===== config.mk =====
export PLATFORM = sky130hd
export DESIGN_NAME = rv_inst_encoder_flat
export DESIGN_NICKNAME = d
export VERILOG_FILES = /design/src/rtl/rv_inst_encoder_if.sv /design/src/rtl/rv_inst_encoder.sv /design/src/flat_wrapper.sv
export SDC_FILE = /design/constraint.sdc
export NUM_CORES = 1
export LEC_CHECK = 0
export ABC_AREA = 1
export CAP_MARGIN = 40
export CORE_MARGIN = 5
export CORE_UTILIZATION = 55
export CTS_BUF_LIST = sky130_fd_sc_hd__clkbuf_16
export CTS_CLUSTER_DIAMETER = 100
export DETAILED_ROUTE_END_ITERATION = 16
export DONT_BUFFER_PORTS = 1
export PLACE_DENSITY_LB_ADDON = 0.25
export SLEW_MARGIN = 0
export SYNTH_ARGS = -nofsm -noshare
export SYNTH_HDL_FRONTEND = slang
export SYNTH_SLANG_ARGS = --single-unit

===== constraint.sdc =====
create_clock -name clk -period 4.1 [get_ports clk]
set_input_delay 0.41 -clock clk [delete_from_list [all_inputs] [get_ports clk]]
set_output_delay 0.41 -clock clk [all_outputs]
set_load 0.05 [all_outputs]

===== src/rtl/rv_inst_encoder_if.sv =====
// ---------------------------------------------------------------------------
// rv_inst_encoder_if
//   Field-bundle input stream and encoded-word output stream of
//   rv_inst_encoder, bundled as one interface.
//
//   master : the harness/driver side. It drives the field bundle and
//            out_ready, and it receives in_ready and the encoded word.
//   slave  : the encoder side.
//
//   in_valid/in_ready   field bundle handshake
//   in_fmt              0=R 1=I 2=S 3=B 4=U 5=J (6,7 illegal)
//   in_opcode/funct3/funct7/rd/rs1/rs2/imm   decoded instruction fields
//   out_valid/out_ready encoded word handshake
//   out_inst            32-bit instruction word
//   out_err             the word came from a bundle that cannot be encoded
// ---------------------------------------------------------------------------
interface rv_inst_encoder_if;
  logic        in_valid;
  logic        in_ready;
  logic [2:0]  in_fmt;
  logic [6:0]  in_opcode;
  logic [2:0]  in_funct3;
  logic [6:0]  in_funct7;
  logic [4:0]  in_rd;
  logic [4:0]  in_rs1;
  logic [4:0]  in_rs2;
  logic [31:0] in_imm;
  logic        out_valid;
  logic        out_ready;
  logic [31:0] out_inst;
  logic        out_err;

  modport master (
    output in_valid, in_fmt, in_opcode, in_funct3, in_funct7,
           in_rd, in_rs1, in_rs2, in_imm, out_ready,
    input  in_ready, out_valid, out_inst, out_err
  );

  modport slave (
    input  in_valid, in_fmt, in_opcode, in_funct3, in_funct7,
           in_rd, in_rs1, in_rs2, in_imm, out_ready,
    output in_ready, out_valid, out_inst, out_err
  );
endinterface


===== src/rtl/rv_inst_encoder.sv =====
// ---------------------------------------------------------------------------
// rv_inst_encoder
//   Streaming RV32/RV64 base-ISA instruction encoder. It assembles a 32-bit
//   instruction word from the decoded fields. The word passes through a
//   2-entry elastic buffer: an output register plus a skid register.
//   A bundle that cannot be encoded still produces a word, and that word
//   carries out_err=1.
//
//   clk        clock; all state updates on posedge
//   rst        synchronous, active-high reset
//   bus        rv_inst_encoder_if.slave (field input + word output streams)
//   inst_count output handshakes since reset (wraps)
//   err_count  output handshakes with out_err=1 (wraps)
// ---------------------------------------------------------------------------
module rv_inst_encoder #(
  parameter int COUNT_W = 16
) (
  input  logic               clk,
  input  logic               rst,
  rv_inst_encoder_if.slave   bus,
  output logic [COUNT_W-1:0] inst_count,
  output logic [COUNT_W-1:0] err_count
);

  typedef enum logic [2:0] {
    FMT_R = 3'd0,
    FMT_I = 3'd1,
    FMT_S = 3'd2,
    FMT_B = 3'd3,
    FMT_U = 3'd4,
    FMT_J = 3'd5
  } fmt_e;

  typedef struct packed {
    logic [31:0] inst;
    logic        err;
  } word_t;

  // ---------------------------------------------------------------------
  // Combinational encoding of the bundle currently on the input.
  // ---------------------------------------------------------------------
  word_t       enc;
  logic [31:0] imm;

  assign imm = bus.in_imm;

  always_comb begin
    // NOTE: every output of this block gets a default before the case.
    // A path that does not assign a value would otherwise infer a latch.
    enc.inst = '0;
    enc.err  = 1'b0;
    case (bus.in_fmt)
      FMT_R: enc.inst = {bus.in_funct7, bus.in_rs2, bus.in_rs1,
                         bus.in_funct3, bus.in_rd, bus.in_opcode};
      FMT_I: begin
        enc.inst = {imm[11:0], bus.in_rs1, bus.in_funct3, bus.in_rd,
                    bus.in_opcode};
        enc.err  = (imm[31:11] != {21{imm[11]}});
      end
      FMT_S: begin
        enc.inst = {imm[11:5], bus.in_rs2, bus.in_rs1, bus.in_funct3,
                    imm[4:0], bus.in_opcode};
        enc.err  = (imm[31:11] != {21{imm[11]}});
      end
      FMT_B: begin
        enc.inst = {imm[12], imm[10:5], bus.in_rs2, bus.in_rs1,
                    bus.in_funct3, imm[4:1], imm[11], bus.in_opcode};
        // Branch offsets are even and must fit 13 signed bits.
        enc.err  = (imm[31:12] != {20{imm[12]}}) || imm[0];
      end
      FMT_U: begin
        enc.inst = {imm[31:12], bus.in_rd, bus.in_opcode};
        // Bits [11:0] of the value are not representable in a U word.
        enc.err  = |imm[11:0];
      end
      FMT_J: begin
        enc.inst = {imm[20], imm[10:1], imm[11], imm[19:12], bus.in_rd,
                    bus.in_opcode};
        enc.err  = (imm[31:20] != {12{imm[20]}}) || imm[0];
      end
      default: begin
        enc.inst = '0;
        enc.err  = 1'b1;
      end
    endcase
    // All 32-bit base-ISA opcodes end in 2'b11.
    if (bus.in_opcode[1:0] != 2'b11) enc.err = 1'b1;
  end

  // ---------------------------------------------------------------------
  // Two-entry elastic buffer: out_q feeds the output, skid_q absorbs one
  // word accepted while the output is stalled.
  // ---------------------------------------------------------------------
  word_t out_q;
  word_t skid_q;
  logic  out_valid_q;
  logic  skid_valid_q;
  logic  in_hs;
  logic  out_hs;

  // in_ready comes straight from a register, so there is no combinational
  // path from out_ready to in_ready.
  assign bus.in_ready  = !skid_valid_q;
  assign bus.out_valid = out_valid_q;
  assign bus.out_inst  = out_q.inst;
  assign bus.out_err   = out_q.err;

  assign in_hs  = bus.in_valid && !skid_valid_q;
  assign out_hs = out_valid_q && bus.out_ready;

  // NOTE: state is updated with non-blocking assignments only. Every
  // right-hand side then sees the pre-edge value, whatever order the
  // statements are written in.
  always_ff @(posedge clk) begin
    if (rst) begin
      // NOTE: the data registers are reset along with the valid bits,
      // because out_inst/out_err must read 0 after reset.
      out_valid_q  <= 1'b0;
      skid_valid_q <= 1'b0;
      out_q        <= '0;
      skid_q       <= '0;
      inst_count   <= '0;
      err_count    <= '0;
    end else begin
      if (out_hs) begin
        inst_count <= inst_count + COUNT_W'(1);
        if (out_q.err) err_count <= err_count + COUNT_W'(1);
      end

      if (!out_valid_q || bus.out_ready) begin
        // The output register is free or draining this cycle.
        if (skid_valid_q) begin
          // Oldest word first: the skid moves to the output, and any new
          // word takes its place.
          out_q        <= skid_q;
          out_valid_q  <= 1'b1;
          skid_valid_q <= in_hs;
          if (in_hs) skid_q <= enc;
        end else begin
          out_valid_q <= in_hs;
          if (in_hs) out_q <= enc;
        end
      end else if (in_hs) begin
        // The output is stalled: park the new word in the skid register.
        skid_q       <= enc;
        skid_valid_q <= 1'b1;
      end
    end
  end

endmodule


===== src/flat_wrapper.sv =====
// flat-port wrapper written by rule: the top's interface ports become plain ports
module rv_inst_encoder_flat 
#(
  parameter int COUNT_W = 16
)
  (clk, rst, inst_count, err_count, bus_in_valid, bus_in_fmt, bus_in_opcode, bus_in_funct3, bus_in_funct7, bus_in_rd, bus_in_rs1, bus_in_rs2, bus_in_imm, bus_out_ready, bus_in_ready, bus_out_valid, bus_out_inst, bus_out_err);
  rv_inst_encoder_if bus_i ();
  input  logic clk;
  input  logic rst;
  output logic [COUNT_W-1:0] inst_count;
  output logic [COUNT_W-1:0] err_count;
  input wire logic [$bits(bus_i.in_valid)-1:0] bus_in_valid;
  input wire logic [$bits(bus_i.in_fmt)-1:0] bus_in_fmt;
  input wire logic [$bits(bus_i.in_opcode)-1:0] bus_in_opcode;
  input wire logic [$bits(bus_i.in_funct3)-1:0] bus_in_funct3;
  input wire logic [$bits(bus_i.in_funct7)-1:0] bus_in_funct7;
  input wire logic [$bits(bus_i.in_rd)-1:0] bus_in_rd;
  input wire logic [$bits(bus_i.in_rs1)-1:0] bus_in_rs1;
  input wire logic [$bits(bus_i.in_rs2)-1:0] bus_in_rs2;
  input wire logic [$bits(bus_i.in_imm)-1:0] bus_in_imm;
  input wire logic [$bits(bus_i.out_ready)-1:0] bus_out_ready;
  output wire logic [$bits(bus_i.in_ready)-1:0] bus_in_ready;
  output wire logic [$bits(bus_i.out_valid)-1:0] bus_out_valid;
  output wire logic [$bits(bus_i.out_inst)-1:0] bus_out_inst;
  output wire logic [$bits(bus_i.out_err)-1:0] bus_out_err;
  assign bus_i.in_valid = bus_in_valid;
  assign bus_i.in_fmt = bus_in_fmt;
  assign bus_i.in_opcode = bus_in_opcode;
  assign bus_i.in_funct3 = bus_in_funct3;
  assign bus_i.in_funct7 = bus_in_funct7;
  assign bus_i.in_rd = bus_in_rd;
  assign bus_i.in_rs1 = bus_in_rs1;
  assign bus_i.in_rs2 = bus_in_rs2;
  assign bus_i.in_imm = bus_in_imm;
  assign bus_i.out_ready = bus_out_ready;
  assign bus_in_ready = bus_i.in_ready;
  assign bus_out_valid = bus_i.out_valid;
  assign bus_out_inst = bus_i.out_inst;
  assign bus_out_err = bus_i.out_err;
  rv_inst_encoder #(.COUNT_W(COUNT_W)) u_core (.clk(clk), .rst(rst), .bus(bus_i), .inst_count(inst_count), .err_count(err_count));
endmodule

After elaboration in Yosys (flattened, before gate mapping)
Cells that the tools add are included.
{ "word_totals": {"latch_bits": 0, "rom_bits": 0, "input_bits": 71, "mem_bits_rw": 0, "word_cells": 46, "regBits": 100, "memories": 0} }
{ "op_classes": {"n_reduce_logical": 14, "addsub": 2, "mux": 12, "bitwise_logic": 0, "mul": 0, "eq_ne": 10, "shifts": 0, "order_cmp": 0, "div_mod_pow": 0} }
{ "ops": {"columns": ["operator", "n"], "rows": [
  ["$pmux 32 s6", 1],
  ["$mux 33", 5],
  ["$add 16x1->16 const B", 2],
  ["$ne 20x20->1", 1],
  ["$ne 19x19->1", 1],
  ["$reduce_or 12->1", 1],
  ["$ne 11x11->1", 1],
  ["$eq 3x2->1 const B", 2],
  ["$eq 3x3->1 const B", 2],
  ["$mux 1", 5],
  ["$pmux 1 s5", 1],
  ["$reduce_and 2->1", 2],
  ["$reduce_bool 2->1", 2],
  ["$eq 3x1->1 const B", 1],
  ["$logic_not 3->1", 1],
  ["$logic_or 1x1->1", 3],
  ["$logic_and 1x1->1", 2],
  ["$logic_not 1->1", 2],
  ["$ne 2x1->1 const B", 1],
  ["$ne 2x2->1 const B", 1],
  ["$reduce_or 2->1", 1]
]} }

Longest topological paths before layout
Gate-level depths: netlist (run 1).
{ "depth": {"depth_word": 7, "ltp_mapped": 14, "mapped_depth_nobuf": 13} }

Worst setup path before layout (run 1)
No wires, ideal clock.
{ "synth_timing": {"path_kind": "register to register", "start": "register u_core.inst_count[1]", "end": "register u_core.inst_count[14]", "setup_slack_ns": 2.068, "arrival_time_ns": 1.912, "n_path_buf": 0, "path_stages_with_launch": 13, "setup_ns": 0.120, "path_cell_list": "dfxtp_1 ha_1 inv_1 nor2_4 nand3_2 nor2_2 nand2_2 nor2_4 nand3_2 nor2_1 nand2_1 o21ai_1 a21oi_1"} }
{ "synth_via": {"elab_chain_len": 1} }
{ "synth_rtl": {"columns": ["element", "line_no", "source"], "rows": [
  ["from (decl)", "rv_inst_encoder.sv:21", "output logic [COUNT_W-1:0] inst_count,"],
  ["from (signal assigned)", "rv_inst_encoder.sv:126", "inst_count <= inst_count + COUNT_W'(1);"],
  ["$add 16x1->16", "rv_inst_encoder.sv:126", null]
]} }
No other way between the ends.
A chain may end at the register's enable or synchronous reset.

Worst setup path after layout (run 1)
Same ends and word-level chain as after synthesis.

==> reports/results.env, run 1 <==
MAXSLEWHEADROOM=0.550
CRITPATHARRIVALTIME_PS=2480
IO-PIN-COUNT=138
NUM_ROWS=34
CRITICAL_PATH_CLASS='flop to flop'
DPL.HPWL_MM=10.2
MAXSLEWVIOLCOUNT=0
DR_TOTAL_VIAS=4862
POST_CTS.REPAIR.SETUP_BUFFERS=0
POST-SYNTH-TOP-AREA-CELL='sky130_fd_sc_hd__dfxtp_1'
WORST-ENDPOINT-REQUIRED_PS=4320
ROUTING_LAYER_WITH_THE_TOP_USAGE_IN_GLOBAL_ROUTE='met2'
GRT_UTIL_MET1=0.300
POWER.LEAKAGE_nW=2.20
CTS_ROOT_BUF='sky130_fd_sc_hd__clkbuf_16'
INITIAL_ANTENNA_VIOLATION_COUNT=0
ROUTED_WL_MM=13.7
DETAIL_ROUTE.VIAS_PER_CELL=5.82
DIE_WIDTH_UM=105
CTS_TREE='yes'
GRT.TOTAL_USAGE=0.243
SYNTH_AREA_UM2=5010
DRIVE_ABOVE_1_SHARE=0.0646
SYNTH_AREA_LEADERS='sky130_fd_sc_hd__dfxtp_1 (40%), sky130_fd_sc_hd__a21oi_1 (11%), sky130_fd_sc_hd__nand2_1 (10%)'
TRITONCTS.NUM_BUFFERS=9
POSTROUTEANTENNANETS=0
LAYOUT.NETS=796
FIN_SETUP_TNS_PS=0
NUMBER_OF_INPUT_AND_OUTPUT_PORT_BUFFERS_INSERTED=0
SYNTH_SEQ_CELLS=100
TIGHTEST_SLEW_PS=674
CLK_PIN_SLEW_PS=70
DRT_DRC_VIOLATIONS_LEFT=0
R2R_SETUP_SLACK_PS=1840
GRT_UTIL_MET3=0.0709
CTS_HOLD_REPAIR.BUFFERS=0
WORST_SETUP_PATH_END_KIND='flop'
INITIAL_CORE_UTILIZATION=0.569
FIRST_GLOBAL_VIAS=4488
YOSYSWARNINGCOUNT=0
DR.FIRST_ITER.DRC_COUNT=351
WORST_IR_DROP_VDD_mV=0.203
CTS_RESIZED=0
DIODES=0
ROUTED_WIRE_LENGTH_PER_INSTANCE_UM=16.4
SYNTH_TOP_AREA_SHARE=0.400
FP.COREAREA_UM2=8810
FINALHOLDWORSTSLACK_PS=137
RUN_STATUS='finished clean'
MAXCAPVIOLCOUNT=0
MAXCLOCKFREQUENCY_MHz=443
WORST_SETUP_PATH_START_KIND='flop'
SETUP_VIOL=0
GRT.MET2_USAGE=0.408
CRITPATHMAXFANOUT=4
TIMING.FINAL.CRIT_SHARE=0.551
TIMING.FINAL.HOLD_VIOLATIONS=0
SYNTHDISTINCTLIBCELLS=38
SYNTHTOLAYOUTAREAGROWTH_PCT=7.64
GRT_SETUP_UNREPAIRED='false'
GLOBALPLACE.CONGESTION=0.913
CTS.SINKS=100
DIE_AREA_UM2=11100
CTS-HTREE-LEVELS=3
CLOCK_INSERTION_DELAY_WORST_SKEW_PS=340
CHIPHEIGHT_UM=105
SYN_NETS=811
FIN_WORST_SKEW_PS=6.63
SYN-MEAN-INSTANCE-AREA_UM2=6.79
PERIOD_MINUS_SLACK_PS=2260
GRT_START_MAX_NET_PINS=41
CLOCK_TREE.BUFFER_DEPTH=2
CELL_COUNT_AFTER_SYNTHESIS=738
FRACTION_OF_THE_YOSYS_AREA_TAKEN_BY_SEQUENTIAL_CELLS=0.400
HOLD_CLASS='input port to flop'
GLOBAL_ROUTE_WIRE_LENGTH_BEFORE_REPAIR_MM=22.3
PWR_CELL_AREA_nW_PER_UM2=402
OVERFLOW=0
DETAIL_ROUTE.FIRST_PASS.ITERATIONS=5
per-layer routing:
layer  vias to the layer above  share of wire
met2                       198           0.48
met5                         -              0
li1                       2429              -
met1                      2219           0.41
met3                        16          0.094
met4                         0          0.013
layout by cell type (no fill, tap or decap), drive strengths merged:
cell / synthesis / layout
a31oi: 4 / 4
o221ai: 3 / 3
nand3: 32 / 32
o21ai: 90 / 90
o21a: 9 / 9
buf: 7 / 7
nor3: 13 / 13
nor4: 2 / 2
and3: 1 / 1
o211ai: 5 / 5
a221oi: 4 / 4
a21boi: 1 / 1
xor2: 4 / 4
nor2: 91 / 91
ha: 2 / 2
nor3b: 2 / 2
nand4: 3 / 3
o22ai: 5 / 5
a211oi: 1 / 1
clkbuf: 26 / 9
clkinv: 2 / 6
nand3b: 1 / 1
dfxtp: 100 / 100
nand2: 142 / 142
inv: 77 / 80
a21oi: 111 / 111
worst paths after layout:
kind | endpoint | depth (start not counted) | start
worst min-delay path | u_core.err_count[14] | 1 | rst
worst max register to register | u_core.inst_count[14] | 12 | u_core.inst_count[1]
worst min register to register | u_core.skid_q[12] | 2 | u_core.skid_q[12]
worst max-delay path | u_core.inst_count[14] | 12 | u_core.inst_count[1]
report_power, final:
group	leakage (nW)	switching (W)	internal (W)	total [W]
registers	0.816	0.000143	0.00102	0.00116
logic	1.24	0.000149	0.0000769	0.000226
clock network	0.143	0.000368	0.000416	0.000784
total	2.20	0.000660	0.00151	0.00217
cells in the mapped netlist (all sizes together):
cell	number
nand2	142
a21oi	111
dfxtp	100
nor2	91
o21ai	90
inv	77
nand3	32
clkbuf	26
nor3	13
o21a	9
buf	7
o211ai	5
o22ai	5
a221oi	4
a31oi	4
xor2	4
nand4	3
o221ai	3
clkinv	2
ha	2
nor3b	2
nor4	2
a211oi	1
a21boi	1
and3	1
nand3b	1
per-stage QoR:
step / area, um^2 / std cells / utilization / power [W] / worst slack [ps]
detailed placement: 5120 / 820 / 0.581 / 0.00140 / 1880
finish: 5390 / 836 / 0.612 / 0.00217 / 1840
global route: 5390 / 836 / 0.612 / 0.00226 / 1630
CTS: 5390 / 836 / 0.612 / 0.00218 / 1850
global placement: 5050 / 817 / 0.573 / 0.00139 / 1350
floorplan: 5010 / 738 / - / 0.00134 / 2070
kinds of logic (layout without fill, tap and decap cells):
| logic type | count (synthesis) | count (layout) | synth area share |
|---|---|---|---|
| simple gates | 287 | 287 | 0.255 |
| xor+xnor | 4 | 4 | 0.00699 |
| flops | 100 | 100 | 0.400 |
| buf+inv | 112 | 102 | 0.0854 |
| fa+ha+maj | 2 | 2 | 0.00499 |
| compound gates | 233 | 233 | 0.248 |
state kept, by name, summed over array words and instances (netlist names):
register and count:
u_core.skid_valid_q 1, u_core.bus.out_valid 1, u_core.inst_count 16, u_core.bus.out_inst 32
u_core.err_count 16, u_core.bus.out_err 1, u_core.skid_q 33
final cells by class:
class                      count  area [um^2]
clock buffer                   9          225
clock inverter                 7         51.3
fill                         829         3410
inverter                      79          297
multi-input combinational    526         2580
sequential                   100         2000
tap                          108          135
timing repair buffer           7          100
critical path: stages, from the launching register on:
cell and delay (ps):
sky130_fd_sc_hd__dfxtp_1 690, sky130_fd_sc_hd__ha_1 260, sky130_fd_sc_hd__inv_1 70, sky130_fd_sc_hd__nor2_4 120, sky130_fd_sc_hd__nand3_2 100, sky130_fd_sc_hd__nor2_2 180
sky130_fd_sc_hd__nand2_2 100, sky130_fd_sc_hd__nor2_4 130, sky130_fd_sc_hd__nand3_2 90, sky130_fd_sc_hd__nor2_1 120, sky130_fd_sc_hd__nand2_1 70, sky130_fd_sc_hd__o21ai_1 150
sky130_fd_sc_hd__a21oi_1 60
Power figures use the tool's default switching activity.
==> inputs of run 2 (changes only) <==
==> constraint.sdc (replaced) <==
create_clock -name clk -period 2.3 [get_ports clk]
set_input_delay 0.23 -clock clk [delete_from_list [all_inputs] [get_ports clk]]
set_output_delay 0.23 -clock clk [all_outputs]
set_load 0.05 [all_outputs]
==> run 2 against run 1 <==
Net effect: maximum frequency grew 28%; largest power group unchanged; non-clock buffer count grew 30; worst hold slack lost 140 ps; worst setup slack lost 1300 ps; die area is the same; first-iteration DRC count grew 7.7%; sequential cell count is the same; clock skew grew 2.1 ps; final area grew 4.1%; cell count grew 3.6%; global-route usage grew 0.93 points; total power grew 82%.
==> reports/results.env, run 2 (synthesis gave the netlist of run 1 again) <==
SETUP_VIOL=0  # unchanged
CP.BUFFERS_INVERTERS=1  # unchanged
DRIVE_ABOVE_1_SHARE=0.102  # was 0.0646
FINAL_COMMON_CELL='sky130_fd_sc_hd__nand2_1'  # unchanged
CTS_TREE='yes'  # unchanged
HOLD_CLASS='input port to flop'  # unchanged
TIMING.FINAL.CRIT_SHARE=0.770  # was 0.551
GRT_START_MAX_NET_PINS=40  # was 41
CLOCK_INSERTION_DELAY_WORST_SKEW_PS=350  # was 340 ps
CRITPATHTOPFAMILY='simple AND/OR/NAND/NOR gates'  # unchanged
OVERFLOW=0  # unchanged
INITIAL_ANTENNA_VIOLATION_COUNT=0  # unchanged
DR_TOTAL_VIAS=5007  # was 4862
DPL.HPWL_MM=10.1  # was 10.2 mm
TIGHTEST_SLEW_PS=614  # was 674 ps
WORST-ENDPOINT-REQUIRED_PS=2520  # was 4320 ps
TIMING.CRITICAL_PATH.DEPTH=10  # was 12
POWER.LEAKAGE_nW=2.35  # was 2.20 nW
PERIOD_MINUS_SLACK_PS=1770  # was 2260 ps
DRT_DRC_VIOLATIONS_LEFT=0  # unchanged
FINALCOREUTILIZATION=0.637  # was 0.612
GLOBALPLACE.CONGESTION=0.905  # was 0.913
SLOWEST_STAGE='sky130_fd_sc_hd__dfxtp_1'  # unchanged
FIRST_GLOBAL_VIAS=4955  # was 4488
FILLCELLCOUNT=826  # was 829
POSTROUTEANTENNANETS=0  # unchanged
DETAIL_ROUTE.FIRST_PASS.ITERATIONS=5  # unchanged
SYNTHTOLAYOUTAREAGROWTH_PCT=12.0  # was 7.64%
MOSTFREQUENTLAYOUTCELLS='sky130_fd_sc_hd__nand2_1 (138), sky130_fd_sc_hd__a21oi_1 (111), sky130_fd_sc_hd__dfxtp_1 (100), sky130_fd_sc_hd__o21ai_0 (88), sky130_fd_sc_hd__nor2_1 (82)'  # unchanged
WORST_SETUP_PATH_END_KIND='flop'  # unchanged
ROUTED_WIRE_LENGTH_PER_INSTANCE_UM=16.0  # was 16.4 um
GRT.TOTAL_USAGE=0.252  # was 0.243
WORST_IR_DROP_VDD_mV=0.493  # was 0.203 mV
REGMOSTFLOPS='u_core.skid_q'  # unchanged
NUM_ROWS=34  # unchanged
TRITONCTS.NUM_BUFFERS=9  # unchanged
TIMING.RR.START='u_core.inst_count[1]'  # unchanged
WORST_SETUP_PATH_START_KIND='flop'  # unchanged
IO-PIN-COUNT=138  # unchanged
FIN_SETUP_TNS_PS=0  # unchanged
DESIGN_POWER_TOTAL_W=0.00394  # was 0.00217 W
CRITPATHMAXSTAGEDELAY_PS=330  # was 690 ps
MAXCLOCKFREQUENCY_MHz=565  # was 443 MHz
CTS_ROOT_BUF='sky130_fd_sc_hd__clkbuf_16'  # unchanged
DIE_AREA_UM2=11100  # unchanged
FP.COREAREA_UM2=8810  # unchanged
FIN_WORST_SKEW_PS=8.78  # was 6.63 ps
MAXSLEWHEADROOM=0.590  # was 0.550
CPMOSTUSEDCELL='sky130_fd_sc_hd__nand2_1'
TIMING.CRITICAL_PATH.FROM='u_core.inst_count[1]'  # unchanged
DETAIL_ROUTE.VIAS_PER_CELL=5.78  # was 5.82
GLOBAL_ROUTE_WIRE_LENGTH_BEFORE_REPAIR_MM=23.4  # was 22.3 mm
DIODES=0  # unchanged
ROUTED_WL_MM=13.9  # was 13.7 mm
GRT_SETUP_UNREPAIRED='false'  # unchanged
CAPTURING_ELEMENT_OF_THE_WORST_SETUP_PATH='u_core.inst_count[15]'  # was u_core.inst_count[14]
CRITICAL_PATH_CLASS='flop to flop'  # unchanged
FINALHOLDWORSTSLACK_PS=0.0568  # was 137 ps
R2R_SETUP_SLACK_PS=530  # was 1840 ps
R2R.WORST_PATH.CELLS=10  # was 12
RR_ENDPOINT='u_core.inst_count[15]'  # was u_core.inst_count[14]
LAYOUT.NETS=826  # was 796
CRITPATHARRIVALTIME_PS=1990  # was 2480 ps
DR.FIRST_ITER.DRC_COUNT=378  # was 351
CHIPHEIGHT_UM=105  # unchanged
MAXSLEWVIOLCOUNT=0  # unchanged
PWR_CELL_AREA_nW_PER_UM2=703  # was 402 nW/um^2
INITIAL_CORE_UTILIZATION=0.569  # unchanged
CLOCK_TREE.BUFFER_DEPTH=2  # unchanged
RUN_STATUS='finished clean'  # unchanged
LARGEST_REG_FLOPS=33  # unchanged
CTS-HTREE-LEVELS=3  # unchanged
DIE_WIDTH_UM=105  # unchanged
NUMBER_OF_INPUT_AND_OUTPUT_PORT_BUFFERS_INSERTED=0  # unchanged
CRITPATHMAXFANOUT=5  # was 4
CTS.SINKS=100  # unchanged
CELL_BREAKDOWN_OF_THE_CRITICAL_PATH='buf_4 > nand2_1 > nor3b_2 > nand2_1 > nor2_2 > nand2_1 > nor2_1 > nand3_1 > xor2_1 > nor2_1'  # was ha_1 > inv_1 > nor2_4 > nand3_2 > nor2_2 > nand2_2 > nor2_4 > nand3_2 > nor2_1 > nand2_1 > o21ai_1 > a21oi_1
MAXCAPVIOLCOUNT=0  # unchanged
TIMING.FINAL.HOLD_VIOLATIONS=0  # unchanged
CLK_PIN_SLEW_PS=70  # about the same
POST_CTS.REPAIR.SETUP_BUFFERS=0  # unchanged
==> run 2: worst register-to-register path, stage by stage, from the launching register on <==
cell and delay [ps]:
sky130_fd_sc_hd__dfxtp_1 330, sky130_fd_sc_hd__buf_4 210, sky130_fd_sc_hd__nand2_1 110, sky130_fd_sc_hd__nor3b_2 210, sky130_fd_sc_hd__nand2_1 130, sky130_fd_sc_hd__nor2_2 190
sky130_fd_sc_hd__nand2_1 70, sky130_fd_sc_hd__nor2_1 90, sky130_fd_sc_hd__nand3_1 90, sky130_fd_sc_hd__xor2_1 170, sky130_fd_sc_hd__nor2_1 50
==> run 2: power breakdown <==
part | leakage, nW | internal, W | switching, W | total (W)
logic | 1.39 | 0.000142 | 0.000299 | 0.000441
clock network | 0.142 | 0.000760 | 0.000707 | 0.00147
registers | 0.816 | 0.00181 | 0.000227 | 0.00204
==> run 2: area by class of cell <==
class / count / area, um^2 / share of cell area
Multi-Input combinational cell: 526 / 2580 / 0.460
Tap cell: 108 / 135 / 0.0241
Sequential cell: 100 / 2000 / 0.357
Inverter: 79 / 297 / 0.0528
Clock buffer: 9 / 225 / 0.0401
Timing Repair Buffer: 37 / 300 / 0.0535
Clock inverter: 7 / 71.3 / 0.0127
==> run 2: repair_timing <==
item                                   4_1_cts  5_1_grt
gates resized for setup                      0        0
endpoints found under the hold margin       22        0
hold buffers                                 1        0
==> run 2: metal layers <==
| metal | wire length, um | track usage | share of wire | vias up |
|---|---|---|---|---|
| met5 | 0 | 0 | 0 | - |
| met4 | 293 | 0.0853 | 0.021 | 0 |
| met3 | 1360 | 0.0874 | 0.098 | 21 |
| met2 | 6550 | 0.418 | 0.47 | 211 |
| met1 | 5680 | 0.305 | 0.41 | 2288 |
| li1 | - | - | - | 2487 |
==> run 2: how the worst min path moves through the flow <==
| stage | from | endpoint | slack (ps) | cells past startpoint |
|---|---|---|---|---|
| floorplan | bus_in_opcode[2] | u_core.skid_q[3] | 390 | 2 |
| global placement | rst | u_core.skid_q[4] | 300 | 1 |
| detailed placement | rst | u_core.skid_q[4] | 310 | 1 |
| CTS | rst | u_core.bus.out_valid | 0.1 | 1 |
| global route | rst | u_core.bus.out_valid | 3 | 1 |
| finish | rst | u_core.bus.out_valid | 0.06 | 1 |
==> run 2: per-stage QoR <==
stage                     setup WS, ps  instance area, um^2  instances
after floorplan                    268                 5010        738
after global placement             628                 5290        848
after detailed placement           577                 5290        848
after CTS                          507                 5600        865
after global routing               310                 5610        866
final                              529                 5610        866
